## src/rtl/reg_arbiter_pkg.sv

```systemverilog
// Shared state encodings and constants for reg_arbiter and its round-robin picker.
package reg_arbiter_pkg;

   localparam logic ON       = 1'b1;
   localparam logic OFF      = 1'b0;
   localparam int   BIT_DATA = 8;

   typedef enum logic [1:0] {
      ARB_IDLE   = 2'd0,
      ARB_ACCESS = 2'd1,
      ARB_RESP   = 2'd2
   } arb_state_e;

endpackage

```

## src/rtl/reg_arbiter_rr_pick2.sv

```systemverilog
// Two-way round-robin picker, purely combinational; ptr names the requester favoured on a tie.
module rr_pick2
   import reg_arbiter_pkg::*;
(
   input  logic [1:0] req,
   input  logic       ptr,
   output logic [1:0] win,
   output logic       any
);

   always_comb begin
      any = |req;
      win = {OFF, OFF};
      if (req == 2'b11) begin
         win = ptr ? 2'b10 : 2'b01;
      end else begin
         win = req;
      end
   end

endmodule

```

## src/rtl/reg_arbiter.sv

```systemverilog
// Round-robin sharing of a single-port register file between two requesters; gnt 1 cycle after req, rvalid 3.
// Losers simply keep req high until granted; optional ARB_ZERO_REG_EN makes address 0 a hard zero register.
module reg_arbiter
   import reg_arbiter_pkg::*;
#(
   parameter int BIT = BIT_DATA,
   parameter int SZB = 4
)(
   input  logic             clock,
   input  logic             reset,
   input  logic [1:0]       req,
   input  logic [1:0]       wr,
   input  logic [2*SZB-1:0] addr,
   input  logic [2*BIT-1:0] wdata,
   output logic [1:0]       gnt,
   output logic [1:0]       rvalid,
   output logic [BIT-1:0]   rdata,
   output logic             rf_we,
   output logic [SZB-1:0]   rf_addr,
   output logic [BIT-1:0]   rf_din,
   input  logic [BIT-1:0]   rf_dout
);

   arb_state_e     state_q, state_d;
   logic           ptr_q, ptr_d;
   logic [1:0]     win_q, win_d;
   logic           is_wr_q, is_wr_d;
   logic [1:0]     gnt_q, gnt_d;
   logic [1:0]     rvalid_q, rvalid_d;
   logic [BIT-1:0] rdata_q, rdata_d;
   logic           rf_we_q, rf_we_d;
   logic [SZB-1:0] rf_addr_q, rf_addr_d;
   logic [BIT-1:0] rf_din_q, rf_din_d;

   logic [1:0]     pick_win;
   logic           pick_any;
   logic           sel_idx;
   logic           sel_wr;
   logic [SZB-1:0] sel_addr;
   logic [BIT-1:0] sel_din;
   logic           sel_zero;
   logic           rd_zero;
   logic           can_grant;

   rr_pick2 u_pick (
      .req (req),
      .ptr (ptr_q),
      .win (pick_win),
      .any (pick_any)
   );

   assign sel_idx  = pick_win[1];
   assign sel_wr   = sel_idx ? wr[1] : wr[0];
   assign sel_addr = sel_idx ? addr[2*SZB-1:SZB] : addr[SZB-1:0];
   assign sel_din  = sel_idx ? wdata[2*BIT-1:BIT] : wdata[BIT-1:0];

`ifdef ARB_ZERO_REG_EN
   assign sel_zero = (sel_addr == '0);
   assign rd_zero  = (rf_addr_q == '0);
`else
   assign sel_zero = OFF;
   assign rd_zero  = OFF;
`endif

   always_comb begin
      state_d   = state_q;
      ptr_d     = ptr_q;
      win_d     = win_q;
      is_wr_d   = is_wr_q;
      gnt_d     = 2'b00;
      rvalid_d  = 2'b00;
      rdata_d   = rdata_q;
      rf_we_d   = OFF;
      rf_addr_d = rf_addr_q;
      rf_din_d  = rf_din_q;
      can_grant = OFF;

      case (state_q)
         ARB_IDLE: begin
            can_grant = ON;
         end
         ARB_ACCESS: begin
            state_d = is_wr_q ? ARB_IDLE : ARB_RESP;
         end
         ARB_RESP: begin
            rdata_d   = rd_zero ? '0 : rf_dout;
            rvalid_d  = win_q;
            state_d   = ARB_IDLE;
            // rf_dout was captured this cycle, so the port is free for the next grant
            can_grant = ON;
         end
         default: begin
            state_d = ARB_IDLE;
         end
      endcase

      if (can_grant && pick_any) begin
         state_d   = ARB_ACCESS;
         win_d     = pick_win;
         gnt_d     = pick_win;
         ptr_d     = ~sel_idx;
         is_wr_d   = sel_wr;
         rf_we_d   = sel_wr & ~sel_zero;
         rf_addr_d = sel_addr;
         rf_din_d  = sel_din;
      end
   end

   always_ff @(posedge clock) begin
      if (reset) begin
         state_q   <= ARB_IDLE;
         ptr_q     <= 1'b0;
         win_q     <= 2'b00;
         is_wr_q   <= 1'b0;
         gnt_q     <= 2'b00;
         rvalid_q  <= 2'b00;
         rdata_q   <= '0;
         rf_we_q   <= 1'b0;
         rf_addr_q <= '0;
         rf_din_q  <= '0;
      end else begin
         state_q   <= state_d;
         ptr_q     <= ptr_d;
         win_q     <= win_d;
         is_wr_q   <= is_wr_d;
         gnt_q     <= gnt_d;
         rvalid_q  <= rvalid_d;
         rdata_q   <= rdata_d;
         rf_we_q   <= rf_we_d;
         rf_addr_q <= rf_addr_d;
         rf_din_q  <= rf_din_d;
      end
   end

   assign gnt     = gnt_q;
   assign rvalid  = rvalid_q;
   assign rdata   = rdata_q;
   assign rf_we   = rf_we_q;
   assign rf_addr = rf_addr_q;
   assign rf_din  = rf_din_q;

endmodule
```

## config.mk

```make
export PLATFORM = sky130hd
export DESIGN_NAME = reg_arbiter
export DESIGN_NICKNAME = d
export VERILOG_FILES = /design/src/rtl/reg_arbiter_pkg.sv /design/src/rtl/reg_arbiter_rr_pick2.sv /design/src/rtl/reg_arbiter.sv
export SDC_FILE = /design/constraint.sdc
export NUM_CORES = 1
export LEC_CHECK = 0
export ABC_AREA = 1
export BUFFER_PORTS_ARGS = -buffer_cell sky130_fd_sc_hd__buf_2
export CORE_ASPECT_RATIO = 0.9
export CORE_MARGIN = 2
export CORE_UTILIZATION = 40
export CTS_CLUSTER_DIAMETER = 120
export DETAILED_ROUTE_END_ITERATION = 8
export GPL_TIMING_DRIVEN = 0
export PLACE_DENSITY_LB_ADDON = 0.15
export SYNTH_ARGS = -nofsm -noshare
export SYNTH_HDL_FRONTEND = slang
export SYNTH_SLANG_ARGS = --single-unit
```

## constraint.sdc

```tcl
create_clock -name clock -period 1.2 [get_ports clock]
set_input_delay 0.3 -clock clock [delete_from_list [all_inputs] [get_ports clock]]
set_output_delay 0.3 -clock clock [all_outputs]
set_load 0.02 [all_outputs]
```

; Word level (Yosys, flattened, before mapping)
; Cells that the tools add are included.
[totals]
ff_bits = 31
inputBits = 38
out_inout_bits = 25
wordCells = 34
[op_classes]
eq_ne = 4
mux = 9
bitwise = 3
n_reduce_logical = 7
[ops]
columns = operator, n
row1 = $reduce_or 2->1, 5
row2 = $mux 8, 1
row3 = $mux 2, 3
row4 = $eq 2x2->1 const B, 2
row5 = $mux 4, 1
row6 = $pmux 2 s2, 1
row7 = $mux 1, 3
row8 = $not 1->1, 3
row9 = $eq 2x1->1 const B, 1
row10 = $logic_not 2->1, 1
row11 = $ne 2x2->1 const B, 1
row12 = $logic_and 1x1->1, 1

; Depth between registers and ports, before layout
[logic_depth]
word_depth = 6
mapped_depth = 7
depth_no_buf = 6

; Modules after synthesis
; Synthesis repeated with hierarchy kept, for this count alone.
[unflattened]
hier_cells = 172
area_unflattened_um2 = 1241.2
[modules_own_cells]
columns = module, n_inst, cells_per_inst, area_per_inst_um2, seq_area_each_um2
row1 = reg_arbiter, 1, 166, 1213.7, 620.6
row2 = rr_pick2, 1, 6, 27.5, 0.0

; Worst setup path before layout
; Ideal clock, no wire load.
[synth_timing]
path_kind = input port to flip-flop
startpoint = input port req[1]
endpoint = register rf_addr_q[0], in the netlist rf_addr[0]
setup_time_ns = 0.113
t_arrival_ns = 0.958
required_time_ns = 1.087
slack_ns = 0.129
stages = 6
path_buffers = 2
cell_sequence = buf_2 nor2_1 nor3_4 buf_4 nand3_1 nand2_1
[synth_between]
elab_chain_cells = 3
elab_cells_between_ends = 5
classes_between = eq/ne (1) / mux (2) / reduce/logical (2)
[synth_lines]
columns = element, line_no
row1 = "start, declared", reg_arbiter.sv:11  ; input logic [1:0] req,
row2 = $eq 2x2->1, reg_arbiter_rr_pick2.sv:14  ; if (req == 2'b11) begin
row3 = $mux 2, reg_arbiter_rr_pick2.sv:14
row4 = $mux 4, reg_arbiter.sv:54  ; assign sel_addr = sel_idx ? addr[2*SZB-1:SZB] : addr[SZB-1:0];
row5 = "end signal, assigned", reg_arbiter.sv:130  ; rf_addr_q <= rf_addr_d;
row6 = "end, declared", reg_arbiter.sv:32  ; logic [SZB-1:0] rf_addr_q, rf_addr_d;
; Several ways; a longest one is shown, not always the timed one.
; A chain may end at the register's enable or synchronous reset.

; Worst setup path in the final report
[layout_timing]
startpoint = register rdata_q[5], in the netlist rdata[5]
endpoint = output port rdata[5]
[layout_lines]
columns = element, line_no
row1 = "start, declared", reg_arbiter.sv:30  ; logic [BIT-1:0] rdata_q, rdata_d;
row2 = "start signal, assigned", reg_arbiter.sv:128  ; rdata_q <= rdata_d;
row3 = "end, declared", reg_arbiter.sv:17  ; output logic [BIT-1:0] rdata,
; No word-level cell between the ends.

==> impl_metrics.py <==
metrics = {
    "status": {
        "status": "finished clean",
    },
    "timing": {
        "worst_hold_slack_ps": 222,
        "finalSetupViolations": 0,
        "post-route-min-period_ps": 1130,
        "fin_crit_sh_pct": 93.9,
        "slew_violations": 0,
        "hold_violations": 0,
        "grt_setup_unrepaired": "no",
        "setup_ws_ps": 72.7,
        "finClkSkew_ps": 12.9,
        "slew_headroom_pct": 69.8,
        "final.setup.tns_ps": 0,
        "fmax_ghz": 0.887,
        "worst_slew_pin_slew_ps": 452,
    },
    "logic_synthesis": {
        "synth_area_leaders": "dfxtp_1, nand3_1, nand2_1, nand3b_1, nor2_1",
        "synth-compound-area-share_pct": 5.00,
        "yosysUniqueCellTypes": 17,
        "synthCells": 168,
        "synth_top_area_cell": "dfxtp_1",
        "yosysTopAreaCellShare_pct": 48.7,
        "synth_top_family_by_area": "simple AND/OR/NAND/NOR gates",
        "ys_warn_count": 0,
        "ys_seq_elements": 31,
        "yosysSeqAreaShare_pct": 48.7,
        "synth_nets": 206,
        "muxShareOfSynthArea_pct": 0,
        "synthAdderAreaFrac_pct": 0,
        "synth_simple_gate_area_share_pct": 37.4,
        "avgSynthCellArea_um2": 7.59,
        "synth_area_um2": 1270,
        "synth_xor_area_share_pct": 0,
    },
    "pwr": {
        "power.density_nw_per_um2": 1250,
        "power_mw": 2.13,
        "leakagePower_nw": 0.920,
        "ir_worst_vdd_mv": 0.677,
    },
    "layout": {
        "register_area_um2": 621,
        "area_growth_pct": 33.1,
        "nFillCells": 328,
        "stdcell_count": 279,
        "fin_nets": 274,
        "multi_input_area_um2": 548,
        "num_antenna_cells": 0,
        "design_area_um2": 1700,
        "drive_gt1_share_pct": 33.3,
        "finish.utilization_pct": 55.8,
    },
    "clock_tree": {
        "cts_buffers": 5,
        "cts.clk_slew.worst_paths_ps": 90,
        "post-cts-setup-buffers": 0,
        "clk_path_buf_depth": 2,
        "ctsRootBufferMaster": "clkbuf_4",
        "clock_sinks": 31,
        "cts_tree": "done",
        "insertion_delay_ps": 320,
        "htreeDepth": 2,
        "cts_hold_buf": 0,
    },
    "drt": {
        "wl_um": 2810,
        "first_iter_violations": 87,
        "drc_errors": 0,
        "vias": 1299,
        "wl_per_cell_um": 10.1,
        "drtPass1Iterations": 4,
        "drt-vias-per-instance": 4.66,
        "drtAntennaViolNets": 0,
    },
    "grt": {
        "first_global_vias": 1102,
        "grt_pass1_wl_um": 4690,
        "grt_usage_pct": 16.5,
        "antenna_found_initial": 0,
        "grt_max_degree": 11,
        "grt-ovfl-total": 0,
    },
    "critical_path": {
        "cp_num_cells": 1,
        "r2r_slack_ps": 120,
        "max_stage_delay_ps": 340,
        "r2r-end": "rf_addr[2]",
        "critPathKind": "flip-flop to primary output",
        "crit_path_top_delay_cell": "dfxtp_1",
        "crit_family": "flip-flops",
        "crit_end": "rdata[5]",
        "reg2reg_depth": 4,
        "worstReg2RegStart": "state_q[0]",
        "cp-start-kind": "flip-flop",
        "cp_max_fo": 2,
        "endpoint_kind": "primary output",
        "required_ps": 900,
        "arrival_ps": 830,
        "crit_chain": "buf_2",
        "cp_num_buf_inv": 1,
        "startpoint": "rdata[5]",
    },
    "floorplan": {
        "initial_core_util_pct": 41.9,
        "die_area_um2": 3660,
        "top_level_ports": 63,
        "die_y_um": 57.6,
        "coreArea_um2": 3040,
        "die-width_um": 63.5,
        "rows": 19,
    },
    "placed_design": {
        "gp_congestion": 0.699,
        "dp_hpwl_um": 2110,
        "place.port_buffers": 61,
        "pre_cts_ws_ps": -179,
        "postPlaceCellArea_um2": 1630,
        "place_inst": 271,
    },
    "hold_path": {
        "hold_path_class": "primary input to flip-flop",
    },
    "job": {
        "drv_cap": 0,
    },
}
-- logic make-up (layout without fill, tap and decap cells) --
| logic type | Yosys count | in the layout |
|---|---|---|
| AND/OR/NAND/NOR | 98 | 98 |
| flip-flops | 31 | 31 |
| buffers and inverters | 27 | 96 |
| AO/OA/AOI/OAI | 12 | 12 |
-- sequential cells by signal, indices dropped and copies added (netlist names) --
| name | count |
|---|---|
| is_wr_q | 1 |
| ptr_q | 1 |
| rf_we | 1 |
| rf_addr | 4 |
| win_q | 2 |
| rdata | 8 |
| rf_din | 8 |
| gnt | 2 |
| state_q | 2 |
| rvalid | 2 |
-- power breakdown --
group | leakage, nW | switching [mW] | internal, mW
logic | 0.636 | 0.259 | 0.171
registers | 0.255 | 0.0357 | 1.10
clock network | 0.0293 | 0.328 | 0.228
-- synthesized netlist by cell type --
cell      instances
nor2_1           22
dfxtp_1          31
nand2_1          30
clkbuf_1          3
inv_1            17
nor4_1            1
o21ai_2           1
nand3b_1         13
nand2_2           1
inv_2             1
buf_4             2
o21ai_1           3
buf_2             4
nor3_4            1
nor3b_1           2
o21ai_0           8
nand3_1          28
-- repair_timing --
item | CTS | global route
pin swaps | 0 | 0
endpoints found under the setup margin | 10 | 12
resized for setup | 1 | 7
-- cell usage in the layout, fill, tap and decap left out, types with 4 or more instances in the layout --
cell	Yosys	routed
nand3_1	28	28
nand3b_1	13	13
dfxtp_1	31	31
nor2_1	22	22
inv_1	17	17
nand2_1	30	29
clkbuf_1	3	4
clkbuf_4	0	5
buf_2	4	64
buf_4	2	4
o21ai_0	8	8
-- per-layer routing --
layer | up-vias | track usage [%] | part of all wire [%]
met1 | 564 | 21.0 | 46
met5 | - | 0 | 0
li1 | 679 | - | -
met2 | 49 | 25.4 | 44
met3 | 7 | 5.72 | 8.1
met4 | 0 | 7.45 | 1.8
-- worst min path at each step --
stage                     startpoint         end  slack [ps]  cells after the start
final                          reset  state_q[1]         220                      2
after global routing           reset  state_q[1]         220                      2
after CTS                      reset  state_q[1]         210                      2
after detailed placement  state_q[1]  state_q[1]         410                      1
after global placement    state_q[1]  state_q[1]         410                      1
after floorplan                reset  state_q[1]         370                      1
-- layout make-up --
type | count | area share (%)
Clock buffer | 7 | 2.65
Timing Repair Buffer | 61 | 18.0
Sequential cell | 31 | 36.6
Inverter | 18 | 3.98
Buffer | 9 | 3.10
Multi-Input combinational cell | 110 | 32.3
Tap cell | 42 | 3.10
Clock inverter | 1 | 0.295
Power figures use the tool's default switching activity.
